<file path="src/rtl/delay_corr_energy_window_pkg.sv">
// Shared constants and types for the preamble-detection delay-correlation / energy front end.
package delay_corr_energy_window_pkg;

    localparam int DELAY_DEF  = 16;
    localparam int WINDOW_DEF = 16;
    localparam int IQ_W       = 8;
    localparam int SUM_W      = 21;
    localparam int FRAC_IN    = 6;
    localparam int FRAC_OUT   = 12;

    // Signed Q8.12 window sum handed to the frame-finding stage
    typedef logic signed [SUM_W-1:0] SumT;

    typedef struct packed {
        logic signed [IQ_W-1:0] re;
        logic signed [IQ_W-1:0] im;
    } IqSampleT;

endpackage

</file>
<file path="src/rtl/delay_corr_energy_window_if.sv">
// Sample-in / window-sums-out bundle between the baseband source and the frame finder.
interface delay_corr_energy_window_if;
    import delay_corr_energy_window_pkg::*;

    logic                   DataInEnable;
    logic signed [IQ_W-1:0] DataInRe;
    logic signed [IQ_W-1:0] DataInIm;
    logic                   SumDelayCorrelationEnable;
    SumT                    SumDelayCorrelation;
    logic                   SumMagnituderEnable;
    SumT                    SumMagnituder;

    modport master (
        output DataInEnable, DataInRe, DataInIm,
        input  SumDelayCorrelationEnable, SumDelayCorrelation,
        input  SumMagnituderEnable, SumMagnituder
    );

    modport slave (
        input  DataInEnable, DataInRe, DataInIm,
        output SumDelayCorrelationEnable, SumDelayCorrelation,
        output SumMagnituderEnable, SumMagnituder
    );

endinterface

</file>
<file path="src/rtl/delay_corr_energy_window_sliding_window_acc.sv">
// DEPTH-deep history plus running sum: adds the newest term and drops the one leaving the window.
module sliding_window_acc #(
    parameter int DEPTH = 16,
    parameter int IN_W  = 17,
    parameter int ACC_W = 21
) (
    input  logic                    Clk,
    input  logic                    Rst_n,
    input  logic                    clear,
    input  logic                    advance,
    input  logic signed [IN_W-1:0]  newTerm,
    output logic signed [ACC_W-1:0] acc
);

    logic signed [IN_W-1:0]  history [DEPTH];
    logic signed [ACC_W-1:0] newExt;
    logic signed [ACC_W-1:0] oldExt;

    assign newExt = $signed({{(ACC_W-IN_W){newTerm[IN_W-1]}}, newTerm});
    assign oldExt = $signed({{(ACC_W-IN_W){history[DEPTH-1][IN_W-1]}}, history[DEPTH-1]});

    // History starts at zero, so the sum is exact from the very first term
    always_ff @(posedge Clk) begin
        if (!Rst_n || clear) begin
            for (int i = 0; i < DEPTH; i++) history[i] <= '0;
            acc <= '0;
        end else if (advance) begin
            history[0] <= newTerm;
            for (int i = 1; i < DEPTH; i++) history[i] <= history[i-1];
            acc <= acc + newExt - oldExt;
        end
    end

endmodule

</file>
<file path="src/rtl/delay_corr_energy_window.sv">
// Lag-DELAY autocorrelation and energy window sums for OFDM preamble detection, 3-stage pipeline.
// Optional idle-gap flush of all state is built when DC_GAP_FLUSH_EN is defined.
module delay_corr_energy_window
    import delay_corr_energy_window_pkg::*;
#(
    parameter int DELAY  = DELAY_DEF,
    parameter int WINDOW = WINDOW_DEF,
    parameter int DW     = IQ_W,
    parameter int OW     = SUM_W
`ifdef DC_GAP_FLUSH_EN
    ,
    parameter int GAP_LIMIT = 64
`endif
) (
    input logic                        Clk,
    input logic                        Rst_n,
    delay_corr_energy_window_if.slave  bus
);

    localparam int PW     = 2*DW + 1;
    localparam int ALIGN  = FRAC_OUT - 2*FRAC_IN;
    localparam int FILL_W = $clog2(DELAY + WINDOW + 1);
    localparam logic [FILL_W-1:0] FILL_DELAY = FILL_W'(DELAY);
    localparam logic [FILL_W-1:0] FILL_LAST  = FILL_W'(DELAY + WINDOW - 1);
    localparam logic [FILL_W-1:0] FILL_MAX   = FILL_W'(DELAY + WINDOW);

    logic accept;
    logic flush;

    IqSampleT          delayLine [DELAY];
    logic [FILL_W-1:0] fillCount;
    logic              useDelayed;

    logic signed [PW-1:0] aX, bX, cX, dX;
    logic signed [PW-1:0] pReNext, pImNext, eNext;
    logic signed [PW-1:0] pRe, pIm, e;
    logic                 s1Valid, s1Full;
    logic                 s2Valid;

    logic signed [OW-1:0] cRe, cIm, eAcc;
    logic [OW-1:0]        absRe, absIm;

    assign accept = bus.DataInEnable;

`ifdef DC_GAP_FLUSH_EN
    localparam int IDLE_W = $clog2(GAP_LIMIT + 1);
    localparam logic [IDLE_W-1:0] IDLE_LAST = IDLE_W'(GAP_LIMIT - 1);

    logic [IDLE_W-1:0] idleCount;

    // A long silence means the burst is over; start the next one from an empty window
    always_ff @(posedge Clk) begin
        if (!Rst_n || accept || flush) idleCount <= '0;
        else                           idleCount <= idleCount + 1'b1;
    end

    assign flush = !accept && (idleCount == IDLE_LAST);
`else
    assign flush = 1'b0;
`endif

    // Until DELAY samples are stored there is no partner sample, so the product counts as zero
    assign useDelayed = (fillCount >= FILL_DELAY);

    assign aX = $signed({{(PW-DW){bus.DataInRe[DW-1]}}, bus.DataInRe});
    assign bX = $signed({{(PW-DW){bus.DataInIm[DW-1]}}, bus.DataInIm});
    assign cX = useDelayed ? $signed({{(PW-DW){delayLine[DELAY-1].re[DW-1]}}, delayLine[DELAY-1].re}) : '0;
    assign dX = useDelayed ? $signed({{(PW-DW){delayLine[DELAY-1].im[DW-1]}}, delayLine[DELAY-1].im}) : '0;

    assign pReNext = aX*cX + bX*dX;
    assign pImNext = bX*cX - aX*dX;
    assign eNext   = aX*aX + bX*bX;

    always_ff @(posedge Clk) begin
        if (!Rst_n || flush) begin
            for (int i = 0; i < DELAY; i++) delayLine[i] <= '0;
            fillCount <= '0;
            pRe       <= '0;
            pIm       <= '0;
            e         <= '0;
            s1Valid   <= 1'b0;
            s1Full    <= 1'b0;
        end else begin
            s1Valid <= accept;
            if (accept) begin
                delayLine[0] <= '{re: bus.DataInRe, im: bus.DataInIm};
                for (int i = 1; i < DELAY; i++) delayLine[i] <= delayLine[i-1];
                if (fillCount != FILL_MAX) fillCount <= fillCount + 1'b1;
                s1Full <= (fillCount >= FILL_LAST);
                pRe    <= pReNext <<< ALIGN;
                pIm    <= pImNext <<< ALIGN;
                e      <= eNext <<< ALIGN;
            end
        end
    end

    sliding_window_acc #(.DEPTH(WINDOW), .IN_W(PW), .ACC_W(OW)) accRe (
        .Clk(Clk), .Rst_n(Rst_n), .clear(flush), .advance(s1Valid), .newTerm(pRe), .acc(cRe)
    );

    sliding_window_acc #(.DEPTH(WINDOW), .IN_W(PW), .ACC_W(OW)) accIm (
        .Clk(Clk), .Rst_n(Rst_n), .clear(flush), .advance(s1Valid), .newTerm(pIm), .acc(cIm)
    );

    sliding_window_acc #(.DEPTH(WINDOW), .IN_W(PW), .ACC_W(OW)) accEnergy (
        .Clk(Clk), .Rst_n(Rst_n), .clear(flush), .advance(s1Valid), .newTerm(e), .acc(eAcc)
    );

    always_ff @(posedge Clk) begin
        if (!Rst_n || flush) s2Valid <= 1'b0;
        else                 s2Valid <= s1Valid && s1Full;
    end

    assign absRe = cRe[OW-1] ? $unsigned(-cRe) : $unsigned(cRe);
    assign absIm = cIm[OW-1] ? $unsigned(-cIm) : $unsigned(cIm);

    // Output data only moves on a valid result, so consumers see it hold between pulses
    always_ff @(posedge Clk) begin
        if (!Rst_n) begin
            bus.SumDelayCorrelationEnable <= 1'b0;
            bus.SumMagnituderEnable       <= 1'b0;
            bus.SumDelayCorrelation       <= '0;
            bus.SumMagnituder             <= '0;
        end else begin
            bus.SumDelayCorrelationEnable <= s2Valid;
            bus.SumMagnituderEnable       <= s2Valid;
            if (s2Valid) begin
                bus.SumDelayCorrelation <= $signed(absRe + absIm);
                bus.SumMagnituder       <= eAcc;
            end
        end
    end

endmodule
</file>
<file path="src/flat_wrapper.sv">
// flat-port wrapper written by rule: the top's interface ports become plain ports
module delay_corr_energy_window_flat import delay_corr_energy_window_pkg::*;
#(
    parameter int DELAY  = DELAY_DEF,
    parameter int WINDOW = WINDOW_DEF,
    parameter int DW     = IQ_W,
    parameter int OW     = SUM_W

)
  (Clk, Rst_n, bus_DataInEnable, bus_DataInRe, bus_DataInIm, bus_SumDelayCorrelationEnable, bus_SumDelayCorrelation, bus_SumMagnituderEnable, bus_SumMagnituder);
  delay_corr_energy_window_if bus_i ();
  input logic Clk;
  input logic Rst_n;
  input wire logic [$bits(bus_i.DataInEnable)-1:0] bus_DataInEnable;
  input wire logic [$bits(bus_i.DataInRe)-1:0] bus_DataInRe;
  input wire logic [$bits(bus_i.DataInIm)-1:0] bus_DataInIm;
  output wire logic [$bits(bus_i.SumDelayCorrelationEnable)-1:0] bus_SumDelayCorrelationEnable;
  output wire logic [$bits(bus_i.SumDelayCorrelation)-1:0] bus_SumDelayCorrelation;
  output wire logic [$bits(bus_i.SumMagnituderEnable)-1:0] bus_SumMagnituderEnable;
  output wire logic [$bits(bus_i.SumMagnituder)-1:0] bus_SumMagnituder;
  assign bus_i.DataInEnable = bus_DataInEnable;
  assign bus_i.DataInRe = bus_DataInRe;
  assign bus_i.DataInIm = bus_DataInIm;
  assign bus_SumDelayCorrelationEnable = bus_i.SumDelayCorrelationEnable;
  assign bus_SumDelayCorrelation = bus_i.SumDelayCorrelation;
  assign bus_SumMagnituderEnable = bus_i.SumMagnituderEnable;
  assign bus_SumMagnituder = bus_i.SumMagnituder;
  delay_corr_energy_window #(.DELAY(DELAY), .WINDOW(WINDOW), .DW(DW), .OW(OW)) u_core (.Clk(Clk), .Rst_n(Rst_n), .bus(bus_i));
endmodule
</file>
<file path="config.mk">
export PLATFORM = sky130hd
export DESIGN_NAME = delay_corr_energy_window_flat
export DESIGN_NICKNAME = d
export VERILOG_FILES = /design/src/rtl/delay_corr_energy_window_pkg.sv /design/src/rtl/delay_corr_energy_window_if.sv /design/src/rtl/delay_corr_energy_window_sliding_window_acc.sv /design/src/rtl/delay_corr_energy_window.sv /design/src/flat_wrapper.sv
export SDC_FILE = /design/constraint.sdc
export NUM_CORES = 2
export LEC_CHECK = 0
export CORE_MARGIN = 2
export CORE_UTILIZATION = 35
export CTS_CLUSTER_DIAMETER = 100
export DETAILED_ROUTE_END_ITERATION = 10
export PLACE_DENSITY_LB_ADDON = 0.3
export SETUP_SLACK_MARGIN = 0.05
export SYNTH_ARGS = -nofsm -noshare
export SYNTH_HDL_FRONTEND = slang
export SYNTH_SLANG_ARGS = --single-unit
</file>
<file path="constraint.sdc">
create_clock -name Clk -period 36.8 [get_ports Clk]
set_input_delay 5.52 -clock Clk [delete_from_list [all_inputs] [get_ports Clk]]
set_output_delay 5.52 -clock Clk [all_outputs]
set_load 0.01 [all_outputs]
</file>
==> results.yml <==
hold_path:
  worstHoldPathType: "flip-flop to flip-flop"
sta:
  total_setup_violations_reported_at_the_end_of_the_flow: 0
  final_worst_path_period_share: 0.3193
  drv_slew: 0
  relSlewSlack: 0.1826
  setup-tns-final_ns: 0
  rsz0062_at_grt: "false"
  clock-skew-final_ns: 0.02530
  worst_pin_slew_ns: 1.226
  post-route-min-period_ns: 11.75
  timing.fmax_ghz: 0.08509
  timing_hold_violations_final: 0
synth:
  synth.yosys.warnings: 0
  synth.area.mux_share: 0.009895
  synth_xor_xnor_area_share: 0.02551
  ys_top_cells_by_area: "sky130_fd_sc_hd__edfxtp_1 48%, sky130_fd_sc_hd__fa_1 13%, sky130_fd_sc_hd__and3_1 6.9%, sky130_fd_sc_hd__dfxtp_1 5.0%, sky130_fd_sc_hd__ha_1 4.9%"
  synth_top_family_by_area: "adder cells"
  netlist_area_um2: 66890
  avgSynthCellArea_um2: 12.14
  number_of_enable_type_register_cells_in_the_synthesized_netlist: 1072
  area_fraction_in_compound_gates_after_synthesis: 0.04016
  synth.ff_latch_count: 1238
  synth-main-ff-cell: "sky130_fd_sc_hd__edfxtp_1"
  mapped_cells: 5511
  post-synth-top-count-cell: "sky130_fd_sc_hd__edfxtp_1"
  synth_top_area_share: 0.4812
  simple_gate_portion_of_the_synthesized_area: 0.1579
  post_synth_num_cell_types: 76
  synthArstFlopShare: 0
  synth-adder-area-share: 0.1784
  top_cell_types_by_occurrence_after_synthesis: "1072 x sky130_fd_sc_hd__edfxtp_1, 742 x sky130_fd_sc_hd__and3_1, 707 x sky130_fd_sc_hd__inv_1"
  synth.largest_area_cell: "sky130_fd_sc_hd__edfxtp_1"
  synth_sequential_area_ratio: 0.5309
  synthesis.nets: 6224
grt:
  number_of_global_route_vias_before_repair: 40032
  antenna_found_initial: 8
  pin_count_of_the_biggest_net_entering_global_routing: 271
  grt.overflow.total: 0
  total_routing_resource_utilization_after_global_routing: 0.1484
  grt_pass1_wl_um: 226800
clocking:
  tritoncts_clock_tree: "yes"
  clock_insertion_delay_worst_skew_ns: 0.78
  root_buffer: "sky130_fd_sc_hd__clkbuf_16"
  cts_buffers: 134
  clock_slew_seen_by_the_registers_of_the_worst_setup_and_hold_paths_ns: 0.06
  cts_hold_buffers: 0
  cts_max_level: 4
  cts.repair.resized: 0
  cts_num_sinks: 1238
  cts.repair_timing.setup_buffer_count: 0
  clock_tree.buffer_depth: 3
worst_setup_path:
  cp.required_ns: 37.41
  worstPathArrival_ns: 12.36
  end_kind: "flip-flop"
  critical_path_start_type: "input pin"
  critPathKind: "input pin to flip-flop"
  worst-path-max-fanout: 21
drt:
  detail_route.iter0.violations: 3025
  dr_wl_met2_um: 66810
  drt-wirelength-per-cell_um: 17.76
  drt_wl_total_um: 143300
  drt_first_pass_iters: 5
  met3WireLength_um: 6212
  postRouteAntennaNets: 0
  routed_metal_1_wirelength_um: 65030
  drc: 0
  num_vias: 39262
  routed_via_density: 4.865
  routed.top_layer: "met4"
placement:
  gp_congestion: 0.8601
  placed_cell_area_um2: 69900
  buffers_on_ports: 62
  dp_hpwl_um: 92830
layout:
  area_delta_synth_final_pct: 11.01
  multi_input_comb_area_um2: 27560
  seqCellArea_um2: 35520
  layout-drive-gt1-share: 0.04824
  finish.instance_area_um2: 74250
  nFillCells: 18033
  fin_nets: 6159
floorplan:
  rows: 160
  initial_util: 0.3521
  die_y_um: 441.2
  dieArea_um2: 194600
  die-width_um: 441.2
  boundaryPins: 63
  core-area_um2: 190000
power:
  power.leakage_nw: 32.72
  power.density_nw_per_um2: 61.01
  max-vdd-ir-drop_v: 0.00008966
flow_run:
  timing.max_cap.violations: 0
status:
  outcome: "finished clean"
## cells by family after synthesis
kind of cell               after synthesis
AOI/OAI and AO/OA                      416
xor gates and xnor gates               194
adders and majority gates              694
buffers and inverters                 1017
DFF                                   1238
muxes                                   66
and+or+nand+nor                       1886
## power by group
part / switching [W] / total [W] / internal (W)
clock network: 0.000564 / 0.00133 / 0.000770
registers: 0.0000645 / 0.00171 / 0.00165
logic: 0.000857 / 0.00148 / 0.000627
## final timing paths
check                                         start                           endpoint  slack [ns]  cells after the start
hold reg to reg   u_core.bus.SumDelayCorrelation[4]  u_core.bus.SumDelayCorrelation[4]        0.48                      2
setup reg to reg                u_core.fillCount[4]                     u_core.pRe[16]       29.12                     23
setup / recovery                    bus_DataInRe[7]                       u_core.e[15]       25.05                     23
hold / removal    u_core.bus.SumDelayCorrelation[4]  u_core.bus.SumDelayCorrelation[4]        0.48                      2
## per-stage QoR
stage,util,std cells,worst slack [ns],hold slack (ns),power (W)
finish,0.3908,8070,25.05,0.4800,0.004530
global route,0.3908,8067,24.71,0.5095,0.004828
CTS,0.3908,8066,25.12,0.4845,0.004597
detailed placement,0.3679,7821,24.27,0.4767,0.003238
global placement,0.3679,7821,24.33,0.4550,0.003220
floorplan,-,5511,6.110,0.4537,0.002918
## worst max-delay path: stages
cell and delay, ns:
sky130_fd_sc_hd__clkdlybuf4s50_1 0.93, sky130_fd_sc_hd__inv_1 0.63, sky130_fd_sc_hd__fa_1 0.70, sky130_fd_sc_hd__inv_1 0.06
sky130_fd_sc_hd__fa_1 0.50, sky130_fd_sc_hd__fa_1 0.56, sky130_fd_sc_hd__inv_1 0.05, sky130_fd_sc_hd__fa_1 0.48
sky130_fd_sc_hd__inv_1 0.05, sky130_fd_sc_hd__ha_1 0.30, sky130_fd_sc_hd__a21oi_1 0.21, sky130_fd_sc_hd__o21bai_1 0.08
sky130_fd_sc_hd__a21oi_1 0.22, sky130_fd_sc_hd__xnor2_1 0.11, sky130_fd_sc_hd__ha_1 0.37, sky130_fd_sc_hd__and2_1 0.20
sky130_fd_sc_hd__a31o_2 0.21, sky130_fd_sc_hd__a311oi_1 0.38, sky130_fd_sc_hd__o21bai_1 0.11, sky130_fd_sc_hd__a21o_1 0.21
sky130_fd_sc_hd__a31oi_1 0.19, sky130_fd_sc_hd__xor2_1 0.17, sky130_fd_sc_hd__o22ai_1 0.09
## cell usage in the layout (no fill, tap or decap), drive strengths merged, types with 8 or more instances in the layout
cell | Yosys | final
a211oi | 27 | 27
clkdlybuf4s50 | 0 | 60
o21a | 17 | 17
a21o | 40 | 40
nand2b | 16 | 16
mux2i | 65 | 65
xor2 | 55 | 55
dfxtp | 166 | 166
nand4 | 10 | 10
and2 | 450 | 450
nand3 | 47 | 47
edfxtp | 1072 | 1072
or3 | 11 | 11
o211ai | 19 | 19
clkinv | 2 | 40
o21ai | 73 | 73
a21oi | 108 | 108
nand2 | 197 | 197
inv | 708 | 718
xnor2 | 139 | 139
or2 | 10 | 10
and3 | 742 | 742
o22ai | 44 | 44
bufinv | 0 | 10
nor2 | 292 | 292
o21bai | 11 | 11
clkbuf | 296 | 183
o31ai | 14 | 14
nor2b | 30 | 30
fa | 433 | 433
a31oi | 14 | 14
nor3 | 52 | 52
nor4 | 9 | 9
o41ai | 8 | 8
ha | 261 | 261
buf | 11 | 46
## sequential cells by signal (all words and copies together), names as in the netlist, 21 cells and up
name,count
u_core.accRe.acc,21
u_core.accEnergy.history,272
u_core.accEnergy.acc,21
u_core.accIm.acc,21
u_core.delayLine,256
u_core.accRe.history,272
u_core.bus.SumDelayCorrelation,21
u_core.accIm.history,272
u_core.bus.SumMagnituder,21
## per-layer routing
layer  vias to the layer above  track usage
li1                      18566            -
met2                       654       0.2379
met3                       271      0.02394
met1                     19771       0.2007
met5                         -            0
met4                         0      0.05984
## area by class of cell
class,instances,area share
clock inverter,62,0.009655
clock buffer,183,0.04887
tap,2511,0.04231
timing repair buffer,106,0.01335
multi-input combinational,3256,0.3712
inverter,710,0.03613
antenna,4,0.0001348
sequential,1238,0.4784
Power figures use the tool's default switching activity.
